[src/rtl/lcd_src_scheduler_pkg.sv]
// Shared definitions for the LCD source scheduler: FSM encoding, frame geometry,
// the blank character and the character-source numbering.
package lcd_src_scheduler_pkg;

    typedef enum logic [1:0] {
        SHOW  = 2'd0,
        PEND  = 2'd1,
        BLANK = 2'd2
    } sched_state_t;

    localparam logic [7:0] BLANK_CHAR = 8'h20;
    localparam int         FRAME_LAST = 31;

    localparam logic [1:0] SRC_WATCH = 2'd0;
    localparam logic [1:0] SRC_SET   = 2'd1;
    localparam logic [1:0] SRC_ALARM = 2'd2;
    localparam logic [1:0] SRC_STOPW = 2'd3;

endpackage

[src/rtl/lcd_src_scheduler_if.sv]
// Character-path bundle between the mode_* blocks, the scheduler and lcd_driver.
// The master drives requests and source data, the slave returns the selected character.
interface lcd_src_scheduler_if #(
    parameter int NSRC   = 4,
    parameter int CHAR_W = 8,
    parameter int IDX_W  = 5
);
    logic [1:0]             sel;
    logic [NSRC*CHAR_W-1:0] src_data;
    logic [IDX_W-1:0]       index_char;
    logic                   en_1hz;
    logic [IDX_W-1:0]       cursor;
    logic                   sw_any;
    logic [CHAR_W-1:0]      data_char;
    logic [1:0]             active_src;
    logic                   busy;
    logic                   frame_end;
    logic                   blink_on;

    modport master (
        output sel, src_data, index_char, en_1hz, cursor, sw_any,
        input  data_char, active_src, busy, frame_end, blink_on
    );

    modport slave (
        input  sel, src_data, index_char, en_1hz, cursor, sw_any,
        output data_char, active_src, busy, frame_end, blink_on
    );
endinterface

[src/rtl/lcd_frame_tracker.sv]
// Watches the lcd_driver character index and flags the FRAME_LAST->0 wrap,
// both combinationally (wrap) and as a registered one-cycle pulse (frame_end).
module lcd_frame_tracker
    import lcd_src_scheduler_pkg::*;
#(
    parameter int IDX_W      = 5,
    parameter int FRAME_LAST = lcd_src_scheduler_pkg::FRAME_LAST
) (
    input  logic             clk,
    input  logic             rst,
    input  logic [IDX_W-1:0] index_char,
    output logic             wrap,
    output logic             frame_end
);

    logic [IDX_W-1:0] idx_q;

    // Only the exact last->first step counts; any other jump back to 0 is ignored.
    assign wrap = (idx_q == IDX_W'(FRAME_LAST)) && (index_char == '0);

    always_ff @(posedge clk or negedge rst) begin
        if (!rst) begin
            idx_q     <= '0;
            frame_end <= 1'b0;
        end else begin
            idx_q     <= index_char;
            frame_end <= wrap;
        end
    end

endmodule

[src/rtl/lcd_src_scheduler.sv]
// Shares the lcd_driver character path among NSRC sources, switching only on frame
// boundaries with one blank frame in between, plus a cursor-blink overlay.
module lcd_src_scheduler
    import lcd_src_scheduler_pkg::*;
#(
    parameter int                NSRC       = 4,
    parameter int                CHAR_W     = 8,
    parameter int                IDX_W      = 5,
    parameter int                FRAME_LAST = lcd_src_scheduler_pkg::FRAME_LAST,
    parameter logic [CHAR_W-1:0] BLANK_CHAR = CHAR_W'(lcd_src_scheduler_pkg::BLANK_CHAR),
    parameter int                BLINK_SRC  = int'(SRC_SET)
) (
    input  logic                clk,
    input  logic                rst,
    lcd_src_scheduler_if.slave  bus
);

    sched_state_t      state_q, state_d;
    logic [1:0]        target_q, target_d;
    logic [1:0]        active_q, active_d;
    logic [1:0]        sel_n;
    logic [1:0]        disp_src;
    logic              blink_q;
    logic              wrap;
    logic              frame_end_w;
    logic              entering_blank;
    logic              leaving_blank;
    logic              cursor_hit;
    logic [CHAR_W-1:0] data_w;

    assign sel_n = (int'(bus.sel) < NSRC) ? bus.sel : SRC_WATCH;

    lcd_frame_tracker #(
        .IDX_W      (IDX_W),
        .FRAME_LAST (FRAME_LAST)
    ) u_frame_tracker (
        .clk        (clk),
        .rst        (rst),
        .index_char (bus.index_char),
        .wrap       (wrap),
        .frame_end  (frame_end_w)
    );

    always_ff @(posedge clk or negedge rst) begin
        if (!rst) begin
            state_q  <= SHOW;
            target_q <= SRC_WATCH;
            active_q <= SRC_WATCH;
            blink_q  <= 1'b0;
        end else begin
            state_q  <= state_d;
            target_q <= target_d;
            active_q <= active_d;
            // A source change or a held key always leaves the cursor visible.
            if ((active_d != active_q) || bus.sw_any) begin
                blink_q <= 1'b0;
            end else if (bus.en_1hz) begin
                blink_q <= ~blink_q;
            end
        end
    end

    always_comb begin
        state_d  = state_q;
        target_d = target_q;
        active_d = active_q;
        unique case (state_q)
            SHOW: begin
                if (sel_n != active_q) begin
                    target_d = sel_n;
                    state_d  = PEND;
                end
            end
            PEND: begin
                if (sel_n == active_q) begin
                    state_d = SHOW;
                end else begin
                    target_d = sel_n;
                    if (wrap) begin
                        state_d = BLANK;
                    end
                end
            end
            BLANK: begin
                target_d = sel_n;
                if (wrap) begin
                    active_d = target_q;
                    state_d  = SHOW;
                end
            end
            default: state_d = SHOW;
        endcase
    end

    // On the wrap that ends the blank frame, index 0 already belongs to the new source.
    always_comb begin
        entering_blank = (state_q == PEND) && (sel_n != active_q) && wrap;
        leaving_blank  = (state_q == BLANK) && wrap;
        disp_src       = leaving_blank ? target_q : active_q;
        cursor_hit     = (disp_src == 2'(BLINK_SRC)) && (disp_src == active_q) && blink_q
                         && (bus.index_char == bus.cursor);
        data_w         = bus.src_data[disp_src*CHAR_W +: CHAR_W];
        if (((state_q == BLANK) && !leaving_blank) || entering_blank || cursor_hit) begin
            data_w = BLANK_CHAR;
        end
    end

    assign bus.data_char  = data_w;
    assign bus.active_src = active_q;
    assign bus.busy       = (state_q != SHOW);
    assign bus.frame_end  = frame_end_w;
    assign bus.blink_on   = blink_q;

endmodule

[src/flat_wrapper.sv]
// flat-port wrapper written by rule: the top's interface ports become plain ports
module lcd_src_scheduler_flat import lcd_src_scheduler_pkg::*;
#(
    parameter int                NSRC       = 4,
    parameter int                CHAR_W     = 8,
    parameter int                IDX_W      = 5,
    parameter int                FRAME_LAST = lcd_src_scheduler_pkg::FRAME_LAST,
    parameter logic [CHAR_W-1:0] BLANK_CHAR = CHAR_W'(lcd_src_scheduler_pkg::BLANK_CHAR),
    parameter int                BLINK_SRC  = int'(SRC_SET)
)
  (clk, rst, bus_sel, bus_src_data, bus_index_char, bus_en_1hz, bus_cursor, bus_sw_any, bus_data_char, bus_active_src, bus_busy, bus_frame_end, bus_blink_on);
  lcd_src_scheduler_if #(.NSRC(NSRC), .CHAR_W(CHAR_W), .IDX_W(IDX_W)) bus_i ();
  input  logic clk;
  input  logic rst;
  input wire logic [$bits(bus_i.sel)-1:0] bus_sel;
  input wire logic [$bits(bus_i.src_data)-1:0] bus_src_data;
  input wire logic [$bits(bus_i.index_char)-1:0] bus_index_char;
  input wire logic [$bits(bus_i.en_1hz)-1:0] bus_en_1hz;
  input wire logic [$bits(bus_i.cursor)-1:0] bus_cursor;
  input wire logic [$bits(bus_i.sw_any)-1:0] bus_sw_any;
  output wire logic [$bits(bus_i.data_char)-1:0] bus_data_char;
  output wire logic [$bits(bus_i.active_src)-1:0] bus_active_src;
  output wire logic [$bits(bus_i.busy)-1:0] bus_busy;
  output wire logic [$bits(bus_i.frame_end)-1:0] bus_frame_end;
  output wire logic [$bits(bus_i.blink_on)-1:0] bus_blink_on;
  assign bus_i.sel = bus_sel;
  assign bus_i.src_data = bus_src_data;
  assign bus_i.index_char = bus_index_char;
  assign bus_i.en_1hz = bus_en_1hz;
  assign bus_i.cursor = bus_cursor;
  assign bus_i.sw_any = bus_sw_any;
  assign bus_data_char = bus_i.data_char;
  assign bus_active_src = bus_i.active_src;
  assign bus_busy = bus_i.busy;
  assign bus_frame_end = bus_i.frame_end;
  assign bus_blink_on = bus_i.blink_on;
  lcd_src_scheduler #(.NSRC(NSRC), .CHAR_W(CHAR_W), .IDX_W(IDX_W), .FRAME_LAST(FRAME_LAST), .BLANK_CHAR(BLANK_CHAR), .BLINK_SRC(BLINK_SRC)) u_core (.clk(clk), .rst(rst), .bus(bus_i));
endmodule
[config.mk]
export PLATFORM = sky130hd
export DESIGN_NAME = lcd_src_scheduler_flat
export DESIGN_NICKNAME = d
export VERILOG_FILES = /design/src/rtl/lcd_src_scheduler_pkg.sv /design/src/rtl/lcd_src_scheduler_if.sv /design/src/rtl/lcd_frame_tracker.sv /design/src/rtl/lcd_src_scheduler.sv /design/src/flat_wrapper.sv
export SDC_FILE = /design/constraint.sdc
export NUM_CORES = 1
export LEC_CHECK = 0
export ABC_AREA = 1
export CORE_MARGIN = 3
export CORE_UTILIZATION = 40
export CTS_BUF_LIST = sky130_fd_sc_hd__clkbuf_16
export DETAILED_ROUTE_END_ITERATION = 10
export GPL_ROUTABILITY_DRIVEN = 0
export PLACE_DENSITY = 0.78
export SYNTH_ARGS = -nofsm -noshare
export SYNTH_HDL_FRONTEND = slang
export SYNTH_SLANG_ARGS = --single-unit
[constraint.sdc]
create_clock -name clk -period 2.56 [get_ports clk]
set_clock_uncertainty 0.15 [all_clocks]
set_input_delay 0.256 -clock clk [delete_from_list [all_inputs] [get_ports clk]]
set_output_delay 0.256 -clock clk [all_outputs]
set_load 0.005 [all_outputs]
# Yosys cells after proc, flatten, opt, wreduce, memory -nomap -nowiden
# Cells that the tools add are included.
op_classes:
  addsub: 0
  mul: 0
  n_div: 0
  order_cmp: 0
  n_eq_ne: 13
  shifts: 1
  mux: 14
  bitwise_logic: 1
  n_reduce_logical: 19
ops:
  columns: ["operator", "count"]
  rows:
  - ["$shiftx A32 B6 Y8", 1]
  - ["$mux W2", 9]
  - ["$pmux W2 S3", 2]
  - ["$logic_and A1 B1 Y1", 8]
  - ["$mux W8", 1]
  - ["$reduce_and A3 Y1", 2]
  - ["$eq A5 B5 Y1", 1]
  - ["$eq A5 B5 Y1 const B", 1]
  - ["$logic_not A5 Y1", 1]
  - ["$eq A2 B1 Y1 const B", 2]
  - ["$eq A2 B2 Y1", 2]
  - ["$ne A2 B2 Y1", 2]
  - ["$ne A2 B2 Y1 const B", 2]
  - ["$reduce_bool A2 Y1", 2]
  - ["$logic_or A1 B1 Y1", 3]
  - ["$ne A3 B2 Y1 const B", 1]
  - ["$reduce_bool A3 Y1", 1]
  - ["$eq A2 B2 Y1 const B", 1]
  - ["$logic_not A2 Y1", 1]
  - ["$mux W1", 2]
  - ["$ne A2 B1 Y1 const B", 1]
  - ["$logic_not A1 Y1", 1]
  - ["$not A1 Y1", 1]
word_totals:
  regBits: 13
  latch_bits: 0
  ram_bits: 0
  rom_bits: 0
  out_inout_bits: 13
  n_memories: 0

# Longest topological paths before layout
depth:
  depth_word: 10
  depth_mapped: 12
  ltp_nobuf: 11

# By module
# From an unflattened synthesis, not the netlist that was laid out.
unflattened:
  hier_cells: 184
  area_unflattened_um2: 1116.1
modules_own_cells:
  columns: ["module", "n_inst", "cells_per_inst", "area_per_inst_um2"]
  rows:
  - ["lcd_src_scheduler", 1, 171, 935.9]
  - ["lcd_frame_tracker", 1, 13, 180.2]

# Worst setup path after synthesis
# No wires, ideal clock.
synth_path:
  path_type: "flip-flop to output port"
  from: "register u_core.state_q[0]"
  to: "output port bus_data_char[0]"
  arrival_ps: 1311
  required_time_ps: 2154
  setup_slack_ps: 843
  stages_incl_launch_ff: 9
  n_path_buf: 0
  cell_sequence: "dfrtp_1 nor2_8 nand4_4 nand2_4 inv_2 nor2_1 nand2_1 nand2_4 nor2_2"
synth_via:
  elab_chain_len: 9
synth_lines:
  columns: ["item", "line", "source"]
  rows:
  - ["start, declared", "lcd_src_scheduler.sv:18", "sched_state_t state_q, state_d;"]
  - ["start signal, assigned", "lcd_src_scheduler.sv:51", "state_q <= state_d;"]
  - ["parallel branches: the longest is 8 deep, another holds $shiftx A32 B6 Y8", null, null]
  - ["$mux W8 *", "lcd_src_scheduler.sv:103", "if (((state_q == BLANK) && !leaving_blank) || entering_blank || cursor_hit) begin"]
  - ["end, declared", "flat_wrapper.sv:21", "output wire logic [$bits(bus_i.data_char)-1:0] bus_data_char;"]
# Every way passes the cells marked *.

# Worst setup path in the final report
layout_path:
  from: "register u_core.u_frame_tracker.idx_q[1]"
  to: "output port bus_data_char[6]"
layout_via:
  elab_chain_len: 10
layout_lines:
  columns: ["item", "line", "source"]
  rows:
  - ["start, declared", "lcd_frame_tracker.sv:16", "logic [IDX_W-1:0] idx_q;"]
  - ["start signal, assigned", "lcd_frame_tracker.sv:26", "idx_q <= index_char;"]
  - ["$eq A5 B5 Y1 *", "lcd_frame_tracker.sv:19", "assign wrap = (idx_q == IDX_W'(FRAME_LAST)) && (index_char == '0);"]
  - ["$logic_and A1 B1 Y1 *", "lcd_frame_tracker.sv:19", null]
  - ["net u_core.u_frame_tracker.wrap", "lcd_frame_tracker.sv:12", "output logic wrap,"]
  - ["parallel branches: the longest is 7 deep, another holds $shiftx A32 B6 Y8", null, null]
  - ["$mux W8 *", "lcd_src_scheduler.sv:103", null]
# Mark *: on every way through the listed nets, which the timed path passes.

==> qor.yml <==
grt_pass1_vias: 1455
diodes: 0
yosysWarningCount: 0
cellLeakagePower_nw: 1.19
rsz0062_at_grt: "yes"
synthesis.area_um2: 1310
synthMuxAreaShare: 0
fin_crit_sh: 1.01
synth_compound_area_frac: 0.0259
dr.pass1.iters: 6
criticalPathCategory: "reg -> out"
max_slew_margin: 0.589
setup_slack_ps: -28.8
max_freq_ghz: 0.386
worstPathArrival_ps: 2180
core_um2: 3080
viasPerCell: 4.47
hold_ws_ps: 206
p_total_uw: 696
maxCapViolCount: 0
synthCells: 197
hold_path_startpoint: "bus_index_char[0]"
holdBufCountCts: 0
final-hold-violation-count: 0
synth_top_cell_by_area: "dfrtp_1"
switching_share: 0.241
gr-total-overflow: 0
cp-start-kind: "flop"
path_cells: "nand2_2, nor2_8, inv_2, nor2_4, buf_4, buf_4, nand2_1, o22a_1, nand2_4, nor2_2, clkdlybuf4s50_1"
wl_per_cell_um: 10.8
syn_to_final_growth_pct: 71.3
fillCellCount: 264
syn_avg_cell_area_um2: 6.63
end_kind: "primary output"
yosys.area_share.simple: 0.558
yosysMostFrequentCell: "inv_1"
cts_buffer_depth: 2
timing.final.max_slew_violations: 0
synth_seq_cells: 13
io_pins: 61
start_util: 0.424
cp_max_fo: 7
p_sw_uw: 168
final_nets: 331
p_seq_frac: 0.322
cts_buffers: 3
grt_pass1_wl_um: 5940
intPower_uw: 528
crit_family: "buffers and inverters"
crit_buf_inv: 4
critPathSlowestCell: "clkdlybuf4s50_1"
ys.flop_type: "dfrtp_1"
status: "finished with violations"
root_buffer: "clkbuf_16"
htreeDepth: 1
synth_edf_count: 0
postSynth.asyncResetShare: 1.00
synth_xor_area_frac: 0.0134
yosys.area_share.adder: 0
antenna_found_initial: 0
dieArea_um2: 3990
combinationalPowerShare: 0.245
remaining_drc_errors: 0
tightest_slew_ps: 614
ant_nets: 0
power_density_nw_per_um2: 311
grt_max_degree: 17
synth-seq-area-share: 0.249
peakVddDrop_mv: 0.205
reg2reg_from: "u_core.u_frame_tracker.idx_q[1]"
synthTopCellsByArea: "dfrtp_1, inv_1, nand2_1"
syn_nets: 245
period_minus_slack_ps: 2590
pwr-share-clk: 0.434
ys_top_cells_by_count: "inv_1, nand2_1, nand3_1"
fp-row-count: 20
synth_top_family_by_area: "simple AND/OR/NAND/NOR gates"
wl_um: 3510
grtUsageTotal: 0.184
die_y_um: 63.1
startpoint: "u_core.u_frame_tracker.idx_q[1]"
clk_pin_slew_ps: 50
pre_cts_ws_ps: -211
chipWidth_um: 63.1
cts.sinks: 13
setup_tns_ps: -29.7
io_buffers: 60
violations: "negative setup slack"
drive_above_1_share: 0.234
hp-class: "in -> reg"
cpPeakStageDelay_ps: 430
tritoncts: "built"
ys_types: 25
setup_viol: 2
worstSkewPairLatency_ps: 250
drt-initial-drc-count: 34
dr_total_vias: 1456
synth_top_cell_area_share: 0.249
crit_top_cell: "buf_4"
dpl.hpwl_um: 2740
required_ps: 2150
==> layer usage <==
layer / track usage / wire [um] / vias up / share of wire
li1: - / - / 768 / -
met2: 0.304 / 1650 / 57 / 0.47
met3: 0.0392 / 235 / 7 / 0.067
met4: 0.0882 / 75 / 0 / 0.021
met5: 0 / 0 / - / 0
met1: 0.225 / 1560 / 624 / 0.44
==> area by class of cell <==
cell class	instances	area, um^2	area share
Sequential cell	13	325	0.145
Clock buffer	3	75.1	0.0336
Clock inverter	1	5.00	0.00224
Timing Repair Buffer	84	807	0.361
Inverter	47	176	0.0789
Multi-Input combinational cell	134	793	0.355
Tap cell	44	55.1	0.0246
==> logic make-up after synthesis <==
kind of cell,after synthesis
xor+xnor,2
flops,13
simple gates,126
buf+inv,50
compound gates,6
==> power groups by stage <==
stage	clock [mW]	combinational (mW)	sequential, mW
final	0.302	0.170	0.224
after global routing	0.311	0.188	0.225
after CTS	0.299	0.171	0.224
after detailed placement	0	0.174	0.227
after global placement	0	0.172	0.226
after floorplan	0	0.0615	0.225
==> cells in the final DEF (no fill, tap or decap), drive strengths merged <==
master	count
inv	47
nor3	1
nand4	5
nand3b	7
dfrtp	13
a21oi	1
o21ai	4
clkdlybuf4s50	48
dlygate4sd2	11
nor2	27
xnor2	2
nand2	53
o22a	1
or2	1
clkbuf	3
buf	24
nand3	32
dlymetal6s2s	1
clkinv	1
==> state kept, by name, summed over array words and instances, names as in the netlist <==
register,cells
u_core.bus.blink_on,1
u_core.u_frame_tracker.idx_q,5
u_core.state_q,2
u_core.u_frame_tracker.frame_end,1
u_core.target_q,2
u_core.bus.active_src,2
==> repair_timing <==
item                       4_1_cts  5_1_grt
buffers inserted                 7        3
pin swaps                       10        5
setup endpoints to repair        8        6
resized for setup               15        1
==> worst paths after layout <==
kind | slack (ps) | end | cells after the start
worst min-delay path | 210 | u_core.u_frame_tracker.idx_q[0] | 1
worst max-delay path | -30 | bus_data_char[6] | 11
worst max register to register | 930 | u_core.state_q[1] | 9
min in group asynchronous | 250 | u_core.u_frame_tracker.idx_q[3] | 1
worst min register to register | 450 | u_core.bus.blink_on | 3
max in group asynchronous | 1610 | u_core.state_q[0] | 1
==> per-stage QoR <==
step	std cells	util	area, um^2
detailed placement	312	0.676	2080
finish	326	0.727	2240
global route	326	0.727	2240
global placement	312	0.676	2080
floorplan	197	-	1310
CTS	323	0.719	2210
Power figures use the tool's default switching activity.
